[config.mk]
export PLATFORM = sky130hd
export DESIGN_NAME = ins_prefetch_queue
export DESIGN_NICKNAME = d
export VERILOG_FILES = /design/src/rtl/ins_prefetch_queue.sv
export SDC_FILE = /design/constraint.sdc
export NUM_CORES = 1
export LEC_CHECK = 0
export ABC_AREA = 1
export ABC_CLOCK_PERIOD_IN_PS = 2300
export BUFFER_PORTS_ARGS = -buffer_cell sky130_fd_sc_hd__buf_2
export CORE_MARGIN = 10
export CORE_UTILIZATION = 44
export DETAILED_ROUTE_END_ITERATION = 10
export PLACE_DENSITY = 0.68
export SLEW_MARGIN = 20
export SYNTH_ARGS = -nofsm -noshare
export SYNTH_HDL_FRONTEND = slang
export SYNTH_SLANG_ARGS = --single-unit
[constraint.sdc]
create_clock -name clk -period 2.3 [get_ports clk]
set_input_delay 0.46 -clock clk [delete_from_list [all_inputs] [get_ports clk]]
set_output_delay 0.46 -clock clk [all_outputs]
set_load 0.005 [all_outputs]
[src/rtl/ins_prefetch_queue.sv]
// Instruction prefetch queue: streams bytes from a 1-cycle synchronous ROM into a
// circular buffer and presents a 3-byte decode window at pc_out.
module ins_prefetch_queue #(
    parameter int unsigned DEPTH = 8,
    parameter int unsigned AW    = 16
) (
    input  logic                       clk,
    input  logic                       rst,
    output logic                       rom_en,
    output logic [AW-1:0]              rom_addr,
    input  logic [7:0]                 rom_data,
    input  logic                       redirect,
    input  logic [AW-1:0]              redirect_pc,
    input  logic                       adv,
    input  logic [1:0]                 adv_cnt,
    output logic [7:0]                 ins0,
    output logic [7:0]                 ins1,
    output logic [7:0]                 ins2,
    output logic [AW-1:0]              pc_out,
    output logic                       win_valid,
    output logic [$clog2(DEPTH):0]     count
);

    localparam int unsigned PW = $clog2(DEPTH);
    localparam int unsigned CW = PW + 1;

    logic [7:0]    mem [DEPTH];
    logic [PW-1:0] head;
    logic [PW-1:0] tail;
    logic [AW-1:0] fetch_pc;
    logic          inflight;
    logic          push;
    logic          pop;

    // Issue only while the queue plus the outstanding read still leaves a free slot.
    always_comb begin
        rom_en   = !rst && !redirect &&
                   ((CW+1)'(count) + (CW+1)'(inflight) < (CW+1)'(DEPTH));
        rom_addr = fetch_pc;
        push     = inflight;
        pop      = adv && (adv_cnt != 2'd0) && (CW'(adv_cnt) <= count);
    end

    always_ff @(posedge clk) begin
        if (rst) begin
            head     <= '0;
            tail     <= '0;
            count    <= '0;
            fetch_pc <= '0;
            pc_out   <= '0;
            inflight <= 1'b0;
        end else if (redirect) begin
            head     <= '0;
            tail     <= '0;
            count    <= '0;
            fetch_pc <= redirect_pc;
            pc_out   <= redirect_pc;
            inflight <= 1'b0;
        end else begin
            inflight <= rom_en;
            if (rom_en) begin
                fetch_pc <= fetch_pc + AW'(1);
            end
            if (push) begin
                tail <= tail + PW'(1);
            end
            if (pop) begin
                head   <= head + PW'(adv_cnt);
                pc_out <= pc_out + AW'(adv_cnt);
            end
            count <= count + CW'(push) - (pop ? CW'(adv_cnt) : CW'(0));
        end
    end

    // Storage array carries no reset; occupancy is tracked by count alone.
    always_ff @(posedge clk) begin
        if (!rst && !redirect && push) begin
            mem[tail] <= rom_data;
        end
    end

    always_comb begin
        ins0      = (count > CW'(0)) ? mem[head]             : 8'h00;
        ins1      = (count > CW'(1)) ? mem[head + PW'(1)]    : 8'h00;
        ins2      = (count > CW'(2)) ? mem[head + PW'(2)]    : 8'h00;
        win_valid = (count >= CW'(3));
    end

endmodule

Word level (Yosys, flattened, before mapping)

Memory sizes are Yosys's and may differ from the RTL's. A register that Yosys moved wholly into a read port is not among the register bits.
Cells that the tools add are included.

Add/sub/neg operators: 9
Multipliers: 0
Divide/modulo/power cells: 0
Magnitude comparators: 6
Equality and inequality tests: 0
Shifts and indexed selects: 0
Multiplexer cells: 12
Bitwise logic cells: 0
Reduce and logical (&&, ||, !) cells: 11

Operators by type and width:

| kind                                                               | count |
|---|---|
| 2-to-1 mux 16 bit                                                  | 4 |
| 2-to-1 mux 8 bit                                                   | 3 |
| adder 16 x 1 -> 16 bit (second input constant)                     | 1 |
| adder 16 x 2 -> 16 bit                                             | 1 |
| greater-than comparator 4 x 1 -> 1 bit (second input constant)     | 2 |
| adder 3 x 1 -> 3 bit (second input constant)                       | 2 |
| 2-to-1 mux 3 bit                                                   | 2 |
| nonzero test 2 bit                                                 | 3 |
| adder 4 x 1 -> 5 bit                                               | 1 |
| logical AND 1 bit                                                  | 5 |
| less-than comparator 5 x 4 -> 1 bit (second input constant)        | 1 |
| adder 4 x 1 -> 4 bit                                               | 1 |
| greater-or-equal comparator 4 x 2 -> 1 bit (second input constant) | 1 |
| greater-than comparator 4 x 2 -> 1 bit (second input constant)     | 1 |
| less-or-equal comparator 2 x 4 -> 1 bit                            | 1 |
| subtractor 4 x 2 -> 4 bit                                          | 1 |
| adder 3 x 2 -> 3 bit                                               | 1 |
| adder 3 x 2 -> 3 bit (second input constant)                       | 1 |
| logical NOT 1 bit                                                  | 2 |
| 2-to-1 mux 1 bit                                                   | 2 |
| 2-to-1 mux 2 bit                                                   | 1 |
| OR reduction 2 bit                                                 | 1 |

Flip-flop bits (word level): 43
Latch bits: 0
RAM bits: 64
Bits in read-only memories: 0
Logic and storage cells: 45
Memories: 1

Memory list:

| name | words | width | read ports | clocked after Yosys merged registers in | wr ports | line | RTL |
|---|---|---|---|---|---|---|---|
| mem  | 8     | 8     | 3          | 1                                       | 1        | 27   | `logic [7:0] mem [DEPTH];` |

Longest topological paths before layout

Word-level depth: 5
Gate-level depth with buffers: 16
Gate-level depth less buffers: 15

Least setup slack after synthesis

OpenSTA, ideal clock, no wires.

Path type: reg2reg
Start: reg count[1]
End: reg count[2]
Arrival: 2267 ps
Path slack: -81 ps
Stages on the path, launching flop included: 14
Period minus slack after synthesis: 2381 ps
Cells stage by stage: dfxtp_1 inv_1 ha_1 a21oi_1 nand2_1 nand2_1 buf_2 nor2_1 ha_1 inv_1 ha_1 fa_1 xnor2_1 nor2_1

Longest elaborated chain between the ends: 4
Elaborated cells on any way between the ends: 5
Those cells by class: add/sub: 2; order compare: 1; mux: 1; reduce/logical: 1

Ends and longest elaborated chain:

| element                                 | line | RTL |
|---|---|---|
| start: declaration                      | 21   | `output logic [$clog2(DEPTH):0] count` |
| start signal: assignment                | 71   | `count <= count + CW'(push) - (pop ? CW'(adv_cnt) : CW'(0));` |
| less-or-equal comparator 2 x 4 -> 1 bit | 41   | `pop = adv && (adv_cnt != 2'd0) && (CW'(adv_cnt) <= count);` |
| logical AND 1 bit                       | 41   |  |
| 2-to-1 mux 2 bit                        | 71   |  |
| subtractor 4 x 2 -> 4 bit (*)           | 71   |  |

Every way passes the cells marked *; elsewhere a longest branch is shown, timed or not.
A chain may end at the register's enable or synchronous reset.

Worst setup path in the final report

Start: reg head[0]
End: out ins2[1]

Longest elaborated chain between the ends: 3

Ends and longest elaborated chain:

| element                  | line | RTL |
|---|---|---|
| start: declaration       | 28   | `logic [PW-1:0] head;` |
| start signal: assignment | 68   | `head <= head + PW'(adv_cnt);` |
| adder 3 x 2 -> 3 bit     | 85   | `ins2 = (count > CW'(2)) ? mem[head + PW'(2)] : 8'h00;` |
| memory read (8 x 8 bit)  | -    |  |
| 2-to-1 mux 8 bit         | 85   |  |
| end: declaration         | 18   | `output logic [7:0] ins2,` |

Every way passes these cells.

==> reports/metrics.yaml <==
synthesis:
  synth_top_cells_by_area: "edfxtp_1 29%, dfxtp_1 14%, nand2_1 11%, a21oi_1 8.0%, o21ai_0 7.9%"
  synth.top_cell.area_share: 0.293
  synth_warnings: 0
  synth_ff_type: "edfxtp_1"
  ys_ff_latch: 110
  avgSynthCellArea_sq_um: 7.41
  netlist_area_sq_um: 6560
  synth.most_common_cell: "nand2_1"
  syn_inst: 885
  yosys.area.top_type: "edfxtp_1"
  ys_top_cells_by_count: "193 x nand2_1, 105 x a21oi_1, 103 x o21ai_0, 90 x inv_1, 80 x nor2_1"
  seq_area_frac_synth: 0.433
  synth_edf_count: 64
  syn-num-nets: 933
  async_flop_share: 0
  synth.distinct_cells: 34
route:
  wirelength_microns: 19600
  dr_total_vias: 6493
  route.detailed.wl_per_inst_microns: 16.5
  viasPerCell: 5.47
  drt-initial-drc-count: 615
  first_pass_iters: 6
  route.detailed.drc: 0
  ant_nets: 0
run_status:
  status: "finished clean"
worst_setup_path:
  reg2reg_depth: 12
  critPathBufInv: 3
  endpoint_kind: "output pin"
  critPathMaxStageDelay_ns: 0.37
  critPathLaunchType: "flop"
  critical-path-top-delay-family: "buffers and inverters"
  cp.arrival_ns: 1.81
  crit_path_start: "head[0]$_SDFFE_PP0N_"
  critPathKind: "reg -> out"
  cp_slowest_cell: "dfxtp_4"
  cp.depth: 7
  cp.required_ns: 1.84
  reg2reg_slack_ns: 0.08
  path_cells: "buf_4 > bufbuf_16 > a21oi_1 > o21ai_0 > a21oi_1 > nor2_1 > buf_2"
  path_max_fanout: 20
  r2r-start: "count[1]$_SDFF_PP0_"
  cpMostUsedCell: "a21oi_1"
final_layout:
  fillers: 1330
  drive_above_1_share: 0.194
  stdcell_area_sq_um: 7980
  syn_to_final_growth_pct: 21.6
  fin_cells: 1188
  multi_input_area_sq_um: 3270
  utilization: 0.547
  diodes: 0
  final_net_count: 1047
  regArea_sq_um: 2850
sta:
  worstMarginPinSlew_ns: 0.431
  fin_worst_skew_ns: 0.0101
  layout_min_cycle_time_ns: 2.27
  slew_headroom: 0.712
  finalHoldViolCount: 0
  finalCritPeriodShare: 0.988
  rsz0062_at_grt: "yes"
  layout_setup_ws_ns: 0.0286
  timing.fmax_mhz: 440
  finalSetupViolCount: 0
  finalMaxSlewViolations: 0
floorplan:
  die_x_microns: 142
  die_h_microns: 142
  die-area_sq_um: 20200
  rows: 44
  start_util: 0.450
  boundaryPins: 92
  coreArea_sq_um: 14600
clock_network:
  cts_buffers: 9
  clockBufferDepth: 2
  cts_tree: "built"
  cts_root_buf: "clkbuf_16"
  hold_buffers: 0
  clk_latency_ns: 0.36
  clock-sinks: 110
  clk_pin_slew_ns: 0.08
  htreeDepth: 3
power:
  p_total_mw: 4.75
  ir_drop_mv: 0.361
  leakagePower_nw: 3.33
  power_density_nw_per_um2: 595
grt:
  grt_pass1_wl_microns: 30700
  grt_usage: 0.189
  antenna_found_initial: 0
  grt_max_degree: 45
  grt_overflow_total: 0
  grt_pass1_vias: 5956
place:
  dp_hpwl_microns: 14000
  dpl_cell_area_sq_um: 7430
  numPortBuffers: 91
  dp_slack_ns: -0.138
  dp.cells: 1165
  gp_congestion: 0.871
min_path:
  hold_depth: 3
  hold_path_class: "in -> reg"
  min-delay-start: "redirect_pc[10]"
job:
  timing.max_cap.violations: 0
==> registers in the layout, summed over array words and instances, names as in the netlist, named ones only <==
name and flops:
mem 64, pc_out 16, rom_addr 16, count 4, head 3, tail 3
inflight 1
==> power breakdown <==
group	leakage [nW]	internal (mW)	switching [mW]
Sequential	0.955	2.13	0.0682
Clock	0.137	0.757	0.748
Combinational	2.23	0.426	0.615
Total	3.33	3.32	1.43
==> per-stage QoR <==
stage,hold slack [ns],setup TNS (ns)
2_1_floorplan,0.474,0
3_3_place_gp,0.490,-0.172
3_5_place_dp,0.496,-0.330
4_1_cts,0.366,0
5_1_grt,0.382,-0.108
6_report,0.378,0
==> worst min-delay path: stages <==
cell,delay [ns]
buf_2,0.09
nand3_1,0.08
o21ai_0,0.07
==> worst paths after layout <==
path / to
setup / recovery: ins2[1]
hold / removal: pc_out[10]$_SDFFE_PP0P_
setup reg to reg: count[1]$_SDFF_PP0_
hold reg to reg: tail[0]$_SDFFE_PP0P_
==> area by class of cell <==
type / instances / area share
Clock buffer: 10 / 0.0287
Clock inverter: 6 / 0.00706
Inverter: 97 / 0.0467
Multi-Input combinational cell: 640 / 0.410
Sequential cell: 110 / 0.357
Tap cell: 184 / 0.0289
Timing Repair Buffer: 141 / 0.121
==> cells by family (layout without fill, tap and decap cells) <==
group,count (synthesis),in the layout,share of synthesized area
fa+ha+maj,18,18,0.0378
compound gates,250,250,0.204
simple gates,365,365,0.234
buf+inv,135,254,0.0809
xor+xnor,7,7,0.00935
flops,110,110,0.433
==> what timing repair did <==
action                     in CTS  in global routing
resized for setup              16                 33
pin swaps                       1                  9
setup buffers                   0                  5
setup endpoints to repair      17                 26
gates cloned                    2                  0
==> layer usage <==
layer	track usage	wire, microns
met1	0.237	8280
met2	0.320	9580
met3	0.0267	1470
met4	0.0748	306
met5	0	0
==> cell usage in the layout, fill, tap and decap left out, types with 4 or more instances in the layout <==
| cell | instances |
|---|---|
| nand2_1 | 190 |
| a21oi_1 | 101 |
| o21ai_0 | 93 |
| buf_2 | 91 |
| inv_1 | 86 |
| nor2_1 | 79 |
| nand3_1 | 67 |
| edfxtp_1 | 64 |
| dfxtp_1 | 43 |
| buf_4 | 38 |
| o211ai_1 | 20 |
| o21ai_1 | 13 |
| ha_1 | 10 |
| a31oi_1 | 9 |
| clkbuf_16 | 9 |
| nand4_1 | 8 |
| inv_2 | 6 |
| nand2_2 | 6 |
| buf_12 | 5 |
| a21oi_2 | 4 |
| nor2_2 | 4 |
| nand3b_1 | 4 |
| xor2_1 | 4 |
| o21bai_1 | 4 |
| ha_4 | 4 |
| buf_6 | 4 |
(Power assumes the default switching activity.)
